File: config.mk
export PLATFORM = sky130hd
export DESIGN_NAME = ps2_receiver
export DESIGN_NICKNAME = d
export VERILOG_FILES = /design/src/rtl/ps2_receiver.sv
export SDC_FILE = /design/constraint.sdc
export NUM_CORES = 1
export LEC_CHECK = 0
export ABC_AREA = 1
export CORE_ASPECT_RATIO = 1.1
export CORE_MARGIN = 2
export CORE_UTILIZATION = 50
export DETAILED_ROUTE_END_ITERATION = 7
export HOLD_SLACK_MARGIN = 0.12
export PLACE_DENSITY = 0.79
export RECOVER_POWER = 100
export SKIP_CTS_REPAIR_TIMING = 1
export SLEW_MARGIN = 5
export SYNTH_ARGS = -nofsm -noshare
export SYNTH_HDL_FRONTEND = slang
export SYNTH_SLANG_ARGS = --single-unit
File: constraint.sdc
create_clock -name clk -period 2.04 [get_ports clk]
set_input_delay 0.408 -clock clk [delete_from_list [all_inputs] [get_ports clk]]
set_output_delay 0.408 -clock clk [all_outputs]
set_load 0.01 [all_outputs]
File: src/rtl/ps2_receiver.sv
// PS/2 keyboard frame receiver: pin synchronisation and glitch filtering, 11-bit frame capture,
// start/parity/stop checking, make/break tracking and a stretched active-low valid strobe.
module ps2_receiver #(
  parameter int FILTER_LEN  = 8,
  parameter int TIMEOUT     = 100000,
  parameter int HOLD_CYCLES = 5000000
) (
  input  logic        clk,
  input  logic        rst,
  input  logic        ps2_clk,
  input  logic        ps2_data,
  output logic [10:0] sda_to_do,
  output logic        data_valid,
  output logic        frame_err
);

  localparam int FW = $clog2(FILTER_LEN + 1);
  localparam int TW = $clog2(TIMEOUT + 1);
  localparam int HW = $clog2(HOLD_CYCLES + 1);

  typedef enum logic [1:0] {
    S_IDLE  = 2'd0,
    S_RECV  = 2'd1,
    S_CHECK = 2'd2
  } state_t;

  function automatic logic odd_parity(input logic [8:0] v);
    return ^v;
  endfunction

  logic [1:0]    clk_sync_q, dat_sync_q;
  logic          clk_flt_q, clk_flt_d, dat_flt_q, dat_flt_d, clk_prev_q;
  logic [FW-1:0] clk_cnt_q, clk_cnt_d, dat_cnt_q, dat_cnt_d;
  state_t        state_q, state_d;
  logic [10:0]   shreg_q, shreg_d;
  logic [3:0]    bit_cnt_q, bit_cnt_d;
  logic [TW-1:0] tmo_cnt_q, tmo_cnt_d;
  logic [10:0]   sda_q, sda_d;
  logic          valid_q, valid_d, err_q, err_d, brk_q, brk_d;
  logic [HW-1:0] hold_q, hold_d;
  logic          fall_s, timeout_s, good_s;
  logic [7:0]    data_s;

  // A filtered level flips only once FILTER_LEN consecutive synced samples disagree with it
  always_comb begin
    clk_flt_d = clk_flt_q;
    clk_cnt_d = '0;
    if (clk_sync_q[1] != clk_flt_q) begin
      if (clk_cnt_q == FW'(FILTER_LEN - 1)) begin
        clk_flt_d = clk_sync_q[1];
        clk_cnt_d = '0;
      end else begin
        clk_cnt_d = clk_cnt_q + FW'(1);
      end
    end else begin
      clk_cnt_d = '0;
    end
    dat_flt_d = dat_flt_q;
    dat_cnt_d = '0;
    if (dat_sync_q[1] != dat_flt_q) begin
      if (dat_cnt_q == FW'(FILTER_LEN - 1)) begin
        dat_flt_d = dat_sync_q[1];
        dat_cnt_d = '0;
      end else begin
        dat_cnt_d = dat_cnt_q + FW'(1);
      end
    end else begin
      dat_cnt_d = '0;
    end
  end

  always_ff @(posedge clk) begin
    if (rst) begin
      clk_sync_q <= 2'b11;
      dat_sync_q <= 2'b11;
      clk_flt_q  <= 1'b1;
      dat_flt_q  <= 1'b1;
      clk_prev_q <= 1'b1;
      clk_cnt_q  <= '0;
      dat_cnt_q  <= '0;
    end else begin
      clk_sync_q <= {clk_sync_q[0], ps2_clk};
      dat_sync_q <= {dat_sync_q[0], ps2_data};
      clk_flt_q  <= clk_flt_d;
      dat_flt_q  <= dat_flt_d;
      clk_prev_q <= clk_flt_q;
      clk_cnt_q  <= clk_cnt_d;
      dat_cnt_q  <= dat_cnt_d;
    end
  end

  assign fall_s    = clk_prev_q & ~clk_flt_q;
  assign timeout_s = (state_q == S_RECV) && !fall_s && (tmo_cnt_q == TW'(TIMEOUT));
  assign data_s    = shreg_q[8:1];
  assign good_s    = ~shreg_q[0] & shreg_q[10] & odd_parity(shreg_q[9:1]);

  always_ff @(posedge clk) begin
    if (rst) begin
      state_q   <= S_IDLE;
      shreg_q   <= '0;
      bit_cnt_q <= 4'd0;
      tmo_cnt_q <= '0;
    end else begin
      state_q   <= state_d;
      shreg_q   <= shreg_d;
      bit_cnt_q <= bit_cnt_d;
      tmo_cnt_q <= tmo_cnt_d;
    end
  end

  always_comb begin
    state_d = state_q;
    case (state_q)
      S_IDLE:  if (fall_s) state_d = S_RECV; else state_d = S_IDLE;
      S_RECV: begin
        if (fall_s && bit_cnt_q == 4'd10) state_d = S_CHECK;
        else if (timeout_s)               state_d = S_IDLE;
        else                              state_d = S_RECV;
      end
      S_CHECK: state_d = S_IDLE;
      default: state_d = S_IDLE;
    endcase
  end

  // Frame capture: data enters at bit 10 so the start bit ends up in bit 0
  always_comb begin
    shreg_d   = shreg_q;
    bit_cnt_d = bit_cnt_q;
    tmo_cnt_d = tmo_cnt_q;
    case (state_q)
      S_IDLE: begin
        tmo_cnt_d = '0;
        if (fall_s) begin
          shreg_d   = {dat_flt_q, shreg_q[10:1]};
          bit_cnt_d = 4'd1;
        end else begin
          bit_cnt_d = 4'd0;
        end
      end
      S_RECV: begin
        if (fall_s) begin
          shreg_d   = {dat_flt_q, shreg_q[10:1]};
          bit_cnt_d = bit_cnt_q + 4'd1;
          tmo_cnt_d = '0;
        end else if (timeout_s) begin
          bit_cnt_d = 4'd0;
          tmo_cnt_d = '0;
        end else begin
          tmo_cnt_d = tmo_cnt_q + TW'(1);
        end
      end
      default: begin
        bit_cnt_d = 4'd0;
        tmo_cnt_d = '0;
      end
    endcase
  end

  // Frame decode and hold stretching; a decode outcome overrides the running hold countdown
  always_comb begin
    sda_d   = sda_q;
    valid_d = valid_q;
    err_d   = timeout_s;
    brk_d   = brk_q;
    hold_d  = hold_q;
    if (!valid_q) begin
      if (hold_q == HW'(1)) begin
        valid_d = 1'b1;
        hold_d  = '0;
      end else begin
        hold_d  = hold_q - HW'(1);
      end
    end else begin
      hold_d = '0;
    end
    if (state_q == S_CHECK) begin
      if (!good_s) begin
        err_d = 1'b1;
        brk_d = 1'b0;
      end else if (data_s == 8'hE0) begin
        brk_d = brk_q;
      end else if (data_s == 8'hF0) begin
        brk_d = 1'b1;
      end else if (brk_q) begin
        brk_d = 1'b0;
        if (data_s == sda_q[8:1] && !valid_q) begin
          valid_d = 1'b1;
          hold_d  = '0;
        end else begin
          valid_d = valid_d;
        end
      end else begin
        sda_d   = shreg_q;
        valid_d = 1'b0;
        hold_d  = HW'(HOLD_CYCLES);
      end
    end else begin
      brk_d = brk_q;
    end
  end

  always_ff @(posedge clk) begin
    if (rst) begin
      sda_q   <= '0;
      valid_q <= 1'b1;
      err_q   <= 1'b0;
      brk_q   <= 1'b0;
      hold_q  <= '0;
    end else begin
      sda_q   <= sda_d;
      valid_q <= valid_d;
      err_q   <= err_d;
      brk_q   <= brk_d;
      hold_q  <= hold_d;
    end
  end

  assign sda_to_do  = sda_q;
  assign data_valid = valid_q;
  assign frame_err  = err_q;

endmodule

# --- Word-level counts from Yosys, hierarchy flattened ---
# Cells that the tools add are included.
totals:
  reg_bits: 86
  wordCells: 92
  in_bits: 4
op_classes:
  n_addsub: 5
  n_eq_ne: 14
  muxes: 29
  n_reduce_logical: 17
  bitwise_logic: 11
ops:
  columns: ["operator", "count"]
  rows:
  - ["two-way mux 23 bit", 8]
  - ["== test 23 x 1 -> 1 bit, second input constant", 1]
  - ["subtractor 23 x 1 -> 23 bit, second input constant", 1]
  - ["adder 17 x 1 -> 17 bit, second input constant", 1]
  - ["== test 17 bit, second input constant", 1]
  - ["== test 8 bit, second input constant", 2]
  - ["two-way mux 1 bit", 16]
  - ["adder 4 x 1 -> 4 bit, second input constant", 3]
  - ["parity 9 bit", 1]
  - ["== test 4 x 3 -> 1 bit, second input constant", 2]
  - ["== test 8 bit", 1]
  - ["two-way mux 4 bit", 2]
  - ["inverter 1 bit", 8]
  - ["one-hot mux 4 bit (2 select lines)", 1]
  - ["AND reduction 2 bit", 4]
  - ["OR reduction 3 bit", 2]
  - ["AND reduction 5 bit", 1]
  - ["== test 4 bit, second input constant", 1]
  - ["logical AND 1 bit", 4]
  - ["one-hot mux 2 bit (2 select lines)", 1]
  - ["OR reduction 4 bit", 1]
  - ["AND 1 bit", 3]
  - ["!= test 3 bit, second input constant", 1]
  - ["== test 2 x 1 -> 1 bit, second input constant", 1]
  - ["other kinds (7)", 9]

# --- Longest topological paths before layout ---
logic_depth:
  word_depth: 9
  ltp_mapped: 14
  depth_no_buf: 13

# --- Least setup slack after synthesis ---
# Ideal clock, no wire load.
synth_timing:
  path_kind: "register to register"
  start: "register shreg_q[5]"
  end: "register hold_q[16]"
  t_arrival_ns: 1.631
  stages_incl_launch_ff: 14
  setup_slack_ns: 0.293
  path_buffers: 1
  setup_time_ns: 0.116
  required_ns: 1.924
  synth_period_minus_slack_ns: 1.747
  path_cell_list: "dfxtp_1 -> inv_1 -> ha_1 -> inv_1 -> nand2_1 -> nand2_1 -> nand2_1 -> nand3_1 -> nand3_2 -> nor2_4 -> nand2_1 -> nand3_2 -> buf_6 -> nor2_1"
synth_between:
  elab_chain_len: 8
  elab_cells_between_ends: 12
  cone_classes: "eq/ne: 3; mux: 6; bitwise: 1; reduce/logical: 2"
synth_lines:
  columns: ["item", "line_no", "text"]
  rows:
  - ["start: declaration", "35", "logic [10:0] shreg_q, shreg_d;"]
  - ["start signal: assignment", "105", "shreg_q <= shreg_d;"]
  - ["== test 8 bit", "186", "if (data_s == sda_q[8:1] && !valid_q) begin"]
  - ["logical AND 1 bit", "186", null]
  - ["two-way mux 23 bit", "186", null]
  - ["two-way mux 23 bit", "184", "end else if (brk_q) begin"]
  - ["two-way mux 23 bit", "182", "end else if (data_s == 8'hF0) begin"]
  - ["two-way mux 23 bit", "180", "end else if (data_s == 8'hE0) begin"]
  - ["two-way mux 23 bit *", "177", "if (!good_s) begin"]
  - ["two-way mux 23 bit *", "176", "if (state_q == S_CHECK) begin"]
  - ["end signal: assignment", "214", "hold_q <= hold_d;"]
  - ["end: declaration", "40", "logic [HW-1:0] hold_q, hold_d;"]
# Every way passes the cells marked *; elsewhere a longest branch is shown, timed or not.
# A chain may end at the register's enable or synchronous reset.

# --- Final worst setup path ---
layout_timing:
  start: "register shreg_q[4]"
  end: "register valid_q, in the netlist data_valid"
layout_between:
  elab_chain_len: 8
  elab_cells_between_ends: 12
  cone_classes: "eq/ne: 3; mux: 6; bitwise: 1; reduce/logical: 2"
layout_lines:
  columns: ["item", "line_no", "text"]
  rows:
  - ["== test 8 bit", "186", null]
  - ["logical AND 1 bit", "186", null]
  - ["two-way mux 1 bit", "186", null]
  - ["two-way mux 1 bit", "184", null]
  - ["two-way mux 1 bit", "182", null]
  - ["two-way mux 1 bit", "180", null]
  - ["two-way mux 1 bit *", "177", null]
  - ["two-way mux 1 bit *", "176", null]
  - ["end signal: assignment", "211", "valid_q <= valid_d;"]
  - ["end: declaration", "39", "logic valid_q, valid_d, err_q, err_d, brk_q, brk_d;"]
# Marks and branches as above.

==> run_results.csv <==
group,metric,value,unit
synthesis,seq_area_frac_synth,43.1,%
flow_run,drv_cap,0,
sta,maxSlewHeadroom,54.1,%
final_layout,final_cell_count_no_fill,664,
power,powerDensity,661,nW/um2
worst_setup_path,cp-end-kind,"flop",
clocking,clk_latency,360,ps
clocking,clk_pin_slew,90,ps
worst_setup_path,crit_arrival,2220,ps
global_route,grt_pass1_wl,13.4,mm
sta,drv_slew,0,
synthesis,ys_ff_latch,86,
worst_setup_path,critPathMaxFanout,9,
sta,fin_hold_ws,416,ps
drt,dr_total_vias,3373,
synthesis,ys.warnings.count,0,
floorplan,die_w,89.2,um
hold_path,min_from,"dat_sync_q[0]$_SDFF_PP1_",
power,total_power,3.03,mW
synthesis,synth_compound_area_share,8.14,%
drt,firstDrtPassIters,5,
sta,max_freq,510,MHz
placement,dp.cells,647,
final_layout,design_area,4590,um2
power,vdd_drop_max,0.320,mV
synthesis,yosysUniqueCellTypes,36,
placement,dp_hpwl,5.50,mm
synthesis,syn_avg_cell_area,7.58,um2
power,leakage,2.00,nW
worst_setup_path,rr_worst_depth,12,
worst_setup_path,path_class,"reg -> reg",
synthesis,synth_adder_area_share,4.07,%
sta,fin_skew,13.3,ps
placement,io_buffers,16,
drt,routed_wl,7.98,mm
floorplan,boundaryPins,17,
hold_path,hold_path.class,"reg -> reg",
sta,hold_violations,0,
drt,drt_iter0_drc,108,
run_status,outcome,"complete, no violations",
floorplan,die_h,97.8,um
final_layout,fillers,726,
floorplan,fp-row-count,34,
global_route,grtUsageTotal,19.1,%
global_route,grt-ovfl-total,0,
drt,drc,0,
hold_path,min_to,"dat_sync_q[1]$_SDFF_PP1_",
final_layout,n_antenna_cell,0,
synthesis,synth_top_family_by_area,"simple AND/OR/NAND/NOR gates",
floorplan,coreArea,7830,um2
clocking,cts_max_path_buffers,2,
drt,routedWlPerCell,12.0,um
final_layout,finalNetCount,568,
clocking,cts_tree,"done",
synthesis,syn_inst,527,
final_layout,area_growth,14.8,%
clocking,numCtsBuffers,9,
sta,setup_tns,0,ps
drt,ant_nets,0,
worst_setup_path,rrSetupSlack,80,ps
clocking,htreeDepth,3,
floorplan,start_util,51.1,%
worst_setup_path,start_kind,"flop",
worst_setup_path,required,2310,ps
placement,postPlaceCellArea,4290,um2
worst_setup_path,critPathLaunch,"shreg_q[4]$_SDFFE_PP0P_",
synthesis,synth_area,4000,um2
sta,setup_violations,0,
hold_path,hold_depth,1,
placement,routabilityCongestion,0.876,
global_route,grt_pass1_vias,3208,
sta,min_period,1960,ps
worst_setup_path,r2r_end,"data_valid$_SDFF_PP1_",
global_route,antenna_found_initial,0,
synthesis,synth_mux_area_share,0,%
sta,finalCritPeriodShare,96.0,%
clocking,cts_root_buf,"clkbuf_8",
floorplan,dieArea,8720,um2
drt,via_per_inst,5.08,
synthesis,synthXorXnorAreaFrac,7.23,%
final_layout,drive_gt1_share,9.89,%
sta,worst_pin_slew,688,ps
global_route,grt_max_degree,26,
worst_setup_path,r2r_start,"shreg_q[4]$_SDFFE_PP0P_",
clocking,cts.sinks,86,
synthesis,synth-simple-area-share,30.2,%
synthesis,syn_nets,544,
-- cells in the mapped netlist, drive strengths merged --
| cell type | count | area [um2] |
|---|---|---|
| a211o | 1 | 8.76 |
| a21oi | 29 | 153 |
| a31oi | 2 | 12.5 |
| and2 | 2 | 12.5 |
| and3 | 1 | 6.26 |
| buf | 6 | 48.8 |
| clkbuf | 5 | 18.8 |
| clkinv | 1 | 3.75 |
| dfxtp | 86 | 1720 |
| ha | 13 | 163 |
| inv | 58 | 218 |
| nand2 | 90 | 353 |
| nand3 | 27 | 160 |
| nand4 | 11 | 68.8 |
| nor2 | 108 | 443 |
| nor3 | 14 | 86.3 |
| nor3b | 3 | 22.5 |
| nor4 | 2 | 12.5 |
| o211ai | 1 | 7.51 |
| o21ai | 24 | 124 |
| o22ai | 2 | 12.5 |
| o31ai | 1 | 7.51 |
| or2 | 7 | 43.8 |
| xnor2 | 10 | 87.6 |
| xor2 | 23 | 201 |
-- worst max-delay path by stage --
stage | slack [ps] | cells after the start | to
global route | -30 | 12 | data_valid$_SDFF_PP1_
finish | 80 | 12 | data_valid$_SDFF_PP1_
global placement | 170 | 9 | data_valid$_SDFF_PP1_
CTS | 10 | 11 | hold_q[0]$_SDFF_PP0_
floorplan | 290 | 13 | hold_q[16]$_SDFF_PP0_
detailed placement | 100 | 12 | hold_q[0]$_SDFF_PP0_
-- logic make-up (layout without fill, tap and decap cells) --
| family | count (synthesis) | count (layout) |
|---|---|---|
| AOI/OAI and AO/OA | 60 | 60 |
| and+or+nand+nor | 265 | 266 |
| adders and majority gates | 13 | 13 |
| DFF | 86 | 86 |
| xor gates and xnor gates | 33 | 33 |
| buffers and inverters | 70 | 98 |
-- layout by cell type, fill, tap and decap left out, drive strengths merged, types with 3 or more instances in the layout --
cell / netlist / final
nor2: 108 / 108
nand2: 90 / 90
dfxtp: 86 / 86
inv: 58 / 58
a21oi: 29 / 29
nand3: 27 / 28
o21ai: 24 / 24
xor2: 23 / 23
clkbuf: 5 / 18
dlygate4sd3: 0 / 14
nor3: 14 / 14
ha: 13 / 13
nand4: 11 / 11
xnor2: 10 / 10
or2: 7 / 7
nor3b: 3 / 3
-- power by group --
part / internal, mW / switching [mW] / total, mW
Sequential: 1.68 / 0.00232 / 1.68
Combinational: 0.0135 / 0.0195 / 0.0330
Clock: 0.725 / 0.593 / 1.32
Total: 2.42 / 0.614 / 3.03
-- critical path, cell delays in order, from the launching register on --
cell and delay [ps]:
dfxtp_1 360, inv_1 120, ha_4 310, inv_1 50
nand2_1 50, nand2_1 50, nand2_1 70, nand2_1 70
nand2_2 70, nand3_2 120, nor2_4 230, nand3_4 170
and2_1 200
-- layer usage --
| metal | up-vias | track usage, % | part of all wire [%] |
|---|---|---|---|
| li1 | 1728 | - | - |
| met1 | 1565 | 23.0 | 45 |
| met2 | 58 | 32.0 | 50 |
| met3 | 22 | 3.21 | 2.8 |
| met4 | 0 | 9.64 | 2.6 |
| met5 | - | 0 | 0 |
-- through the flow --
step | worst slack [ps] | util [%]
final | 80.7 | 58.6
after global routing | -26.7 | 58.6
after CTS | 10.6 | 57.6
after detailed placement | 95.8 | 54.8
after global placement | 171 | 54.8
after floorplan | 293 | -
-- area by class of cell --
type / count / area, um2 / share of cell area, %
multi-input cells: 372 / 2090 / 45.5
flip-flops and latches: 86 / 1720 / 37.5
inverters: 59 / 221 / 4.83
repair buffers: 23 / 206 / 4.50
clock buffers: 13 / 149 / 3.25
well taps: 108 / 135 / 2.95
clock inverters: 3 / 67.6 / 1.47
-- sequential cells by signal (all words and copies together) (netlist names) --
register and cells:
dat_sync_q 2, clk_sync_q 2, dat_flt_q 1, tmo_cnt_q 17
sda_to_do 11, brk_q 1, clk_cnt_q 4, data_valid 1
dat_cnt_q 4, frame_err 1, clk_prev_q 1, bit_cnt_q 4
state_q 2, hold_q 23, clk_flt_q 1, shreg_q 11
Power figures use the tool's default switching activity.
